File: config.mk
export PLATFORM = sky130hd
export DESIGN_NAME = pc_fetch_unit
export DESIGN_NICKNAME = d
export VERILOG_FILES = /design/src/rtl/pc_fetch_unit.sv
export SDC_FILE = /design/constraint.sdc
export NUM_CORES = 1
export LEC_CHECK = 0
export ABC_AREA = 1
export BUFFER_PORTS_ARGS = -buffer_cell sky130_fd_sc_hd__buf_4
export CAP_MARGIN = 30
export CORE_ASPECT_RATIO = 1.75
export CORE_MARGIN = 3
export CORE_UTILIZATION = 52
export CTS_CLUSTER_DIAMETER = 40
export DETAILED_ROUTE_END_ITERATION = 8
export PLACE_DENSITY = 0.84
export SYNTH_ARGS = -nofsm -noshare
export SYNTH_HDL_FRONTEND = slang
export SYNTH_SLANG_ARGS = --single-unit
File: constraint.sdc
create_clock -name clk -period 10.4 [get_ports clk]
set_clock_uncertainty 0.2 [all_clocks]
set_input_delay 2.08 -clock clk [delete_from_list [all_inputs] [get_ports clk]]
set_output_delay 2.08 -clock clk [all_outputs]
set_load 0.01 [all_outputs]
File: src/rtl/pc_fetch_unit.sv
// Fetch stage register: holds the architectural PC, fetches over a req/gnt/rvalid
// handshake and presents {pc, inst} to decode, with a one-shot redirect/flush.
module pc_fetch_unit #(
  parameter int                ADDR_W   = 32,
  parameter logic [ADDR_W-1:0] RESET_PC = 32'h0000_3000
) (
  input  logic              clk,
  input  logic              rst,
  input  logic [ADDR_W-1:0] npc,
  input  logic              redirect,
  input  logic [ADDR_W-1:0] redirect_pc,
  output logic              imem_req,
  output logic [ADDR_W-1:0] imem_addr,
  input  logic              imem_gnt,
  input  logic              imem_rvalid,
  input  logic [31:0]       imem_rdata,
  output logic [ADDR_W-1:0] pc_out,
  output logic [31:0]       inst_out,
  output logic              inst_valid,
  input  logic              id_ready,
  output logic              exc_adel
);

  typedef enum logic [1:0] {S_REQ, S_WAIT, S_HOLD} state_t;

  state_t            r_state, w_nstate;
  logic [ADDR_W-1:0] r_pc, w_pc;
  logic              r_kill, w_kill;
  logic [ADDR_W-1:0] r_pc_out, w_pc_out;
  logic [31:0]       r_inst_out, w_inst_out;
  logic              r_inst_valid, w_inst_valid;
  logic              r_exc_adel, w_exc_adel;
  logic              w_misal;

  assign w_misal = |r_pc[1:0];

  always_ff @(posedge clk or posedge rst) begin
    if (rst) begin
      r_state      <= S_REQ;
      r_pc         <= RESET_PC;
      r_kill       <= 1'b0;
      r_pc_out     <= RESET_PC;
      r_inst_out   <= 32'h0;
      r_inst_valid <= 1'b0;
      r_exc_adel   <= 1'b0;
    end else begin
      r_state      <= w_nstate;
      r_pc         <= w_pc;
      r_kill       <= w_kill;
      r_pc_out     <= w_pc_out;
      r_inst_out   <= w_inst_out;
      r_inst_valid <= w_inst_valid;
      r_exc_adel   <= w_exc_adel;
    end
  end

  always_comb begin
    w_nstate     = r_state;
    w_pc         = r_pc;
    w_kill       = r_kill;
    w_pc_out     = r_pc_out;
    w_inst_out   = r_inst_out;
    w_inst_valid = r_inst_valid;
    w_exc_adel   = r_exc_adel;
    if (redirect) begin
      // Redirect wins over accept; a granted or outstanding fetch is marked dead.
      w_pc         = redirect_pc;
      w_inst_valid = 1'b0;
      w_exc_adel   = 1'b0;
      case (r_state)
        S_REQ: begin
          if (!w_misal && imem_gnt) begin
            w_nstate = S_WAIT;
            w_kill   = 1'b1;
          end else begin
            w_nstate = S_REQ;
          end
        end
        S_WAIT: begin
          if (imem_rvalid) begin
            w_nstate = S_REQ;
            w_kill   = 1'b0;
          end else begin
            w_kill   = 1'b1;
          end
        end
        default: w_nstate = S_REQ;
      endcase
    end else begin
      case (r_state)
        S_REQ: begin
          if (w_misal) begin
            w_nstate     = S_HOLD;
            w_inst_out   = 32'h0;
            w_exc_adel   = 1'b1;
            w_inst_valid = 1'b1;
            w_pc_out     = r_pc;
          end else if (imem_gnt) begin
            w_nstate = S_WAIT;
          end
        end
        S_WAIT: begin
          if (imem_rvalid) begin
            if (r_kill) begin
              w_kill   = 1'b0;
              w_nstate = S_REQ;
            end else begin
              w_inst_out   = imem_rdata;
              w_pc_out     = r_pc;
              w_inst_valid = 1'b1;
              w_nstate     = S_HOLD;
            end
          end
        end
        S_HOLD: begin
          if (r_inst_valid && id_ready) begin
            w_pc         = npc;
            w_inst_valid = 1'b0;
            w_exc_adel   = 1'b0;
            w_nstate     = S_REQ;
          end
        end
        default: w_nstate = S_REQ;
      endcase
    end
  end

  // Request is held off while reset is asserted so nothing leaks out in that cycle.
  assign imem_req   = (r_state == S_REQ) && !w_misal && !rst;
  assign imem_addr  = r_pc;
  assign pc_out     = r_pc_out;
  assign inst_out   = r_inst_out;
  assign inst_valid = r_inst_valid;
  assign exc_adel   = r_exc_adel;

endmodule
## Word level (Yosys, flattened, before mapping)

Cells that the tools add are included.

- Equality and inequality tests: 11
- Multiplexer cells: 35
- Bitwise gates (word level): 1
- Reduce and logical (&&, ||, !) cells: 21

Operators with widths:

| operator | number |
|---|---|
| 32-bit 2-to-1 mux | 9 |
| 32-bit one-hot mux with 2 select lines | 2 |
| 3-bit != test, second input constant | 5 |
| 2-bit 2-to-1 mux | 7 |
| 1-bit 2-to-1 mux | 12 |
| 5-bit AND reduction | 2 |
| 2-bit nonzero test | 5 |
| 2-bit != test, second input constant | 3 |
| 2-bit one-hot mux with 3 select lines | 1 |
| 3-bit AND reduction | 2 |
| 1-bit logical AND | 4 |
| 4-bit != test, second input constant | 1 |
| 1-bit one-hot mux with 2 select lines | 2 |
| 2-bit one-hot mux with 2 select lines | 1 |
| 4-bit AND reduction | 1 |
| 4-bit nonzero test | 1 |
| 1-bit one-hot mux with 3 select lines | 1 |
| 3-bit nonzero test | 1 |
| 2-bit by 1-bit == test with 1-bit output, second input constant | 1 |
| 2-bit == test, second input constant | 1 |
| 1-bit zero test | 2 |
| 2-bit zero test | 1 |
| 2-bit AND reduction | 1 |
| 2-bit OR reduction | 1 |
| 1-bit inverter | 1 |

- Flip-flop bits (word level): 101
- Bits of input ports: 102
- Output and inout bits: 99
- Word-level logic and storage cells: 75

## Depth between registers and ports, before layout

Gate-level depths: netlist (run 1).

- Word-level depth: 6
- Depth in mapped cells: 11
- Gate-level depth less buffers: 9

## Least setup slack after synthesis (run 1)

Ideal clock, no wire load.

- Kind: input -> output
- Start: input port rst
- End: output port imem_req
- Data arrival time: 2.249 ns
- Data required time: 8.120 ns
- Path slack: 5.871 ns
- Stages on the path: 1
- Buffers on the path: 0
- Path through: nor2_1

- Cells in the longest elaborated chain, start to end: 2

Ends and longest elaborated chain:

| item | line | RTL |
|---|---|---|
| from (decl) | 8 | `input logic rst,` |
| 1-bit zero test | 129 | `assign imem_req = (r_state == S_REQ) && !w_misal && !rst;` |
| 1-bit logical AND | 129 |  |
| to (decl) | 12 | `output logic imem_req,` |

No other way between the ends.

## Worst setup path in the final report (run 1)

Same ends and word-level chain as after synthesis.

==> flow_summary.yaml, run 1 <==
setup_path:
  cp.arrival_ns: 2.43
  cp-start-kind: "input port"
  cpMostUsedCell: "buf_4"
  cp_max_fo: 2
  max_stage_delay_ns: 0.13
  cp-end-kind: "output pin"
  cp_slowest_cell: "buf_4"
  required_ns: 8.12
  path_class: "input port to output pin"
  path_cells: "buf_4, nor2_1, buf_4"
detailed_routing:
  vias: 3968
  drtAntennaViolNets: 0
  wl_mm: 12.0
  dr.pass1.iters: 5
  wl_per_cell_um: 15.2
  vias_per_cell: 5.02
  drc: 0
  drt_iter0_markers: 233
layout:
  final_cell_mix: "buf_4, nand2_1, dfrtp_1, o21ai_2, inv_1"
  area_growth_pct: 37.2
  final_area_mm2: 0.00652
  final_common_cell: "buf_4"
  fin_nets: 776
  drive_above_1_share: 0.433
  regArea_mm2: 0.00253
  multi_input_comb_area_mm2: 0.00181
  antenna_cells: 0
  num-fill-cells: 653
placed_design:
  post-dp-hpwl_mm: 8.99
  preCtsSetupSlack_ns: 5.70
  place_congestion: 0.799
  place.port_buffers: 200
  dpl_cell_area_mm2: 0.00622
synthesis:
  syn_area_mm2: 0.00475
  avgSynthCellArea_um2: 9.84
  synthTopCellsByArea: "dfrtp_1, o21ai_2, nand2_1"
  synth_top_area_share: 0.511
  synth_fa_ha_area_frac: 0.0105
  synth_top_family_by_area: "compound AO/OA/AOI/OAI gates"
  synth.distinct_cells: 20
  muxShareOfSynthArea: 0.0674
  synthCells: 483
  synth_compound_area_frac: 0.166
  seq_area_frac_synth: 0.533
  syn-num-nets: 589
  synthXorXnorAreaFrac: 0
  ys_ff_latch: 101
  synth_top_area_cell: "dfrtp_1"
  yosys_warnings: 0
  synthSimpleGateAreaFrac: 0.136
sta:
  setup_tns_ns: 0
  setup_viol: 0
  grt_setup_unrepaired: "no"
  slew_violations: 0
  period_needed_ns: 4.71
  worst_hold_slack_ns: 0.283
  max_clock_freq_mhz: 212
  max_slew_margin: 0.559
  finalWorstSetupSlack_ns: 5.69
  hold_viol_final: 0
  fin_crit_sh: 0.453
  worstMarginPinSlew_ns: 0.661
clock_network:
  htreeDepth: 3
  cts_resized: 0
  hold_buffers: 0
  cts_tree: "done"
  clkSlewWorstSetupHoldPaths_ns: 0.07
  cts_root_buf: "clkbuf_16"
  max-clock-path-buffers: 2
  post_cts_buffers: 0
  cts.sinks: 101
  clk_latency_ns: 0.33
  cts_buffers: 9
floorplan:
  core_mm2: 0.00878
  dieArea_mm2: 0.0104
  num_rows: 45
  io-pin-count: 201
  die_y_um: 132
  start_util: 0.541
  die_w_um: 78.3
hold_path:
  hold_class: "flip-flop to flip-flop"
global_routing:
  grt.total_usage: 0.238
  overflow: 0
  grt_pass1_wl_mm: 19.6
  antenna_found_initial: 0
  grt_pass1_vias: 4070
  grt_max_degree: 65
pwr:
  p_leak_nw: 3.37
  vdd_drop_max_mv: 0.151
  powerDensity_mw_per_mm2: 245
run_status:
  status: "complete, no violations"
flow_run:
  drv_cap: 0
## layout make-up
class / instances / area share
inverters: 43 / 0.0251
clock buffers: 12 / 0.0393
clock inverters: 3 / 0.00691
repair buffers: 205 / 0.240
well taps: 117 / 0.0224
flip-flops and latches: 101 / 0.388
multi-input cells: 310 / 0.278
## worst paths after layout
kind | to | startpoint | cells after the start | slack [ns]
min | inst_out[29] | inst_out[29] | 2 | 0.28
min reg2reg | inst_out[29] | inst_out[29] | 2 | 0.28
max reg2reg | pc_out[0] | r_state[1] | 10 | 7.34
max in group asynchronous | pc_out[9] | rst | 3 | 7.26
min in group asynchronous | inst_out[24] | rst | 2 | 1.63
max | imem_req | rst | 3 | 5.69
## logic make-up (layout without fill, tap and decap cells)
logic type,after synthesis,after routing
mux,32,32
simple gates,168,168
compound gates,106,106
buf+inv,72,263
flops,101,101
fa+ha+maj,4,4
## routing by layer
| metal | track usage | wire (µm) | share of wire | up-vias |
|---|---|---|---|---|
| met1 | 0.276 | 4490 | 0.37 | 1894 |
| met4 | 0.0953 | 300 | 0.025 | 0 |
| met3 | 0.0463 | 622 | 0.052 | 20 |
| met5 | 0 | 0 | 0 | - |
| li1 | - | - | - | 1907 |
| met2 | 0.426 | 6570 | 0.55 | 147 |
## flip-flops by register name (all words and copies together) (netlist names)
| signal | count |
|---|---|
| imem_addr | 32 |
| inst_valid | 1 |
| inst_out | 32 |
| r_kill | 1 |
| r_state | 2 |
| pc_out | 32 |
| exc_adel | 1 |
## synthesized netlist by cell type
library cell / n
dfstp_2: 4
clkbuf_1: 6
buf_4: 2
or2_2: 1
a21oi_1: 3
o21ai_2: 64
ha_1: 4
a31oi_4: 1
inv_1: 42
mux2i_1: 32
dfrtp_1: 97
o21ai_0: 38
nand3_2: 1
nand3_1: 5
nand2_1: 148
nor2_1: 13
buf_8: 5
buf_2: 6
inv_2: 1
buf_6: 10
## power breakdown
group          internal [W]  switching (W)
logic              0.000294       0.000369
clock network      0.000198       0.000138
registers          0.000519      0.0000793
## through the flow
stage | total power (W) | utilization | instances
5_1_grt | 0.00170 | 0.742 | 791
3_3_place_gp | 0.00123 | 0.703 | 774
6_report | 0.00160 | 0.742 | 791
3_5_place_dp | 0.00127 | 0.708 | 776
4_1_cts | 0.00161 | 0.742 | 791
2_1_floorplan | 0.00101 | - | 483
## critical path: cells and delay by family
kind	cells	cell delay, ns
and+or+nand+nor	1	0.10
buffers and inverters	2	0.25
No activity file was read; power rests on OpenSTA's default activity.
==> run 2, diff against run 1 <==
- CORE_UTILIZATION: 52 -> 48
- PLACE_DENSITY: 0.84 -> 0.78
- clock period: 10.4 -> 4.43 ns (I/O delays scaled with it)
==> run 2 against run 1 <==
Worst setup slack got worse by 4.0 ns; die area increased by 7.8%; first-iteration DRC count shrank 38%; non-clock buffer count stayed put; global-route usage shrank 2.3 points; sequential share of layout area fell by 0.15 points; combinational power up 130%; highest routed layer unchanged; via count fell by 0.71%; register-to-register slack got worse by 5.5 ns; core utilization shrank 6.0 points; clock-buffer cell count is 2 lower; final cell count rose by 0.76%.
==> flow_summary.yaml, run 2 (synthesis results as in run 1) <==
placed_design:
  post-dp-hpwl_mm: 9.09
  place.port_buffers: 200
  place_congestion: 0.754
layout:
  antenna_cells: 0
  drive_above_1_share: 0.434
  final_cell_mix: "buf_4, nand2_1, dfrtp_1, o21ai_2, inv_1"
  final_common_cell: "buf_4"
  final_util: 0.683
  area_growth_pct: 37.8
  num-fill-cells: 784
  fin_nets: 776
  multi_input_comb_area_mm2: 0.00181
  regArea_mm2: 0.00253
floorplan:
  start_util: 0.496
  die_w_um: 81.2
  num_rows: 47
  dieArea_mm2: 0.0112
  io-pin-count: 201
  die_y_um: 138
  core_mm2: 0.00959
sta:
  hold_viol_final: 0
  max_clock_freq_mhz: 369
  fin_crit_sh: 0.611
  period_needed_ns: 2.71
  setup_viol: 0
  max_slew_margin: 0.564
  worstMarginPinSlew_ns: 0.654
  grt_setup_unrepaired: "no"
  slew_violations: 0
  setup_tns_ns: 0
setup_path:
  cp-end-kind: "output pin"
  crit_path_start: "r_state[0]"
  cp-start-kind: "flip-flop"
  path_cells: "inv_1, ha_1, nand2_1, nor2_1, buf_4"
  cp_max_fo: 7
  cp.arrival_ns: 1.62
  max_stage_delay_ns: 0.40
  required_ns: 3.34
  path_class: "flip-flop to output pin"
  r2r_start: "r_state[1]"
  cp_slowest_cell: "dfrtp_1"
  crit_buf_inv: 2
  critPathTopFamily: "flip-flops"
global_routing:
  grt_max_degree: 99
  overflow: 0
  grt_pass1_wl_mm: 18.3
  grt_pass1_vias: 3867
  antenna_found_initial: 0
  grt.total_usage: 0.215
detailed_routing:
  drtAntennaViolNets: 0
  drt_iter0_markers: 145
  vias_per_cell: 4.94
  dr.pass1.iters: 4
  wl_per_cell_um: 15.0
  vias: 3940
  drc: 0
  wl_mm: 12.0
run_status:
  status: "complete, no violations"
clock_network:
  cts_tree: "done"
  max-clock-path-buffers: 2
  cts_root_buf: "clkbuf_16"
  cts_buffers: 9
  clk_latency_ns: 0.34
  cts_resized: 0
  post_cts_buffers: 0
  hold_buffers: 0
  cts.sinks: 101
  htreeDepth: 3
  clkSlewWorstSetupHoldPaths_ns: 0.07
pwr:
  vdd_drop_max_mv: 0.298
  total_power_w: 0.00377
  powerDensity_mw_per_mm2: 575
  p_leak_nw: 3.39
hold_path:
  hold_class: "flip-flop to flip-flop"
  hp-start: "inst_out[22]"
flow_run:
  drv_cap: 0
## run 2: layout make-up
type	count	area share
clock buffers	10	0.0350
repair buffers	205	0.240
well taps	122	0.0233
multi-input cells	310	0.277
clock inverters	6	0.0132
inverters	43	0.0250
flip-flops and latches	101	0.387
## run 2: path summary, 6_finish.rpt
kind | end | slack [ns] | cells after the start
min in group asynchronous | r_state[0] | 0.36 | 2
min | inst_out[22] | 0.28 | 2
min reg2reg | inst_out[22] | 0.28 | 2
max reg2reg | pc_out[26] | 1.80 | 10
max | imem_req | 1.72 | 5
max in group asynchronous | inst_out[12] | 2.77 | 4
## run 2: metrics by stage
stage	area (µm²)	hold WS (ns)	worst slack, ns	std cells
3_5_place_dp	6230	0.268	1.45	781
2_1_floorplan	4750	0.287	0.703	483
4_1_cts	6550	0.286	1.69	797
6_report	6550	0.283	1.72	797
3_3_place_gp	6200	0.265	1.51	780
5_1_grt	6550	0.300	1.53	797
## run 2: power by group
group          internal, W  switching (W)  total, W
sequential         0.00122       0.000188   0.00141
combinational     0.000676       0.000849   0.00153
clock             0.000496       0.000338  0.000834
total              0.00239        0.00138   0.00377
## run 2: tightest hold or removal path, cell delays in order, from the launching register on
cell and delay [ns]:
dfrtp_1 0.34, nand2_1 0.06, o21ai_2 0.05
## run 2: routing by layer
metal  global-route usage  vias to the layer above  wire [µm]
li1                     -                     1919          -
met1                0.240                     1853       4350
met2                0.387                      150       6510
met3               0.0530                       18        813
met4               0.0799                        0        280
met5                    0                        -          0
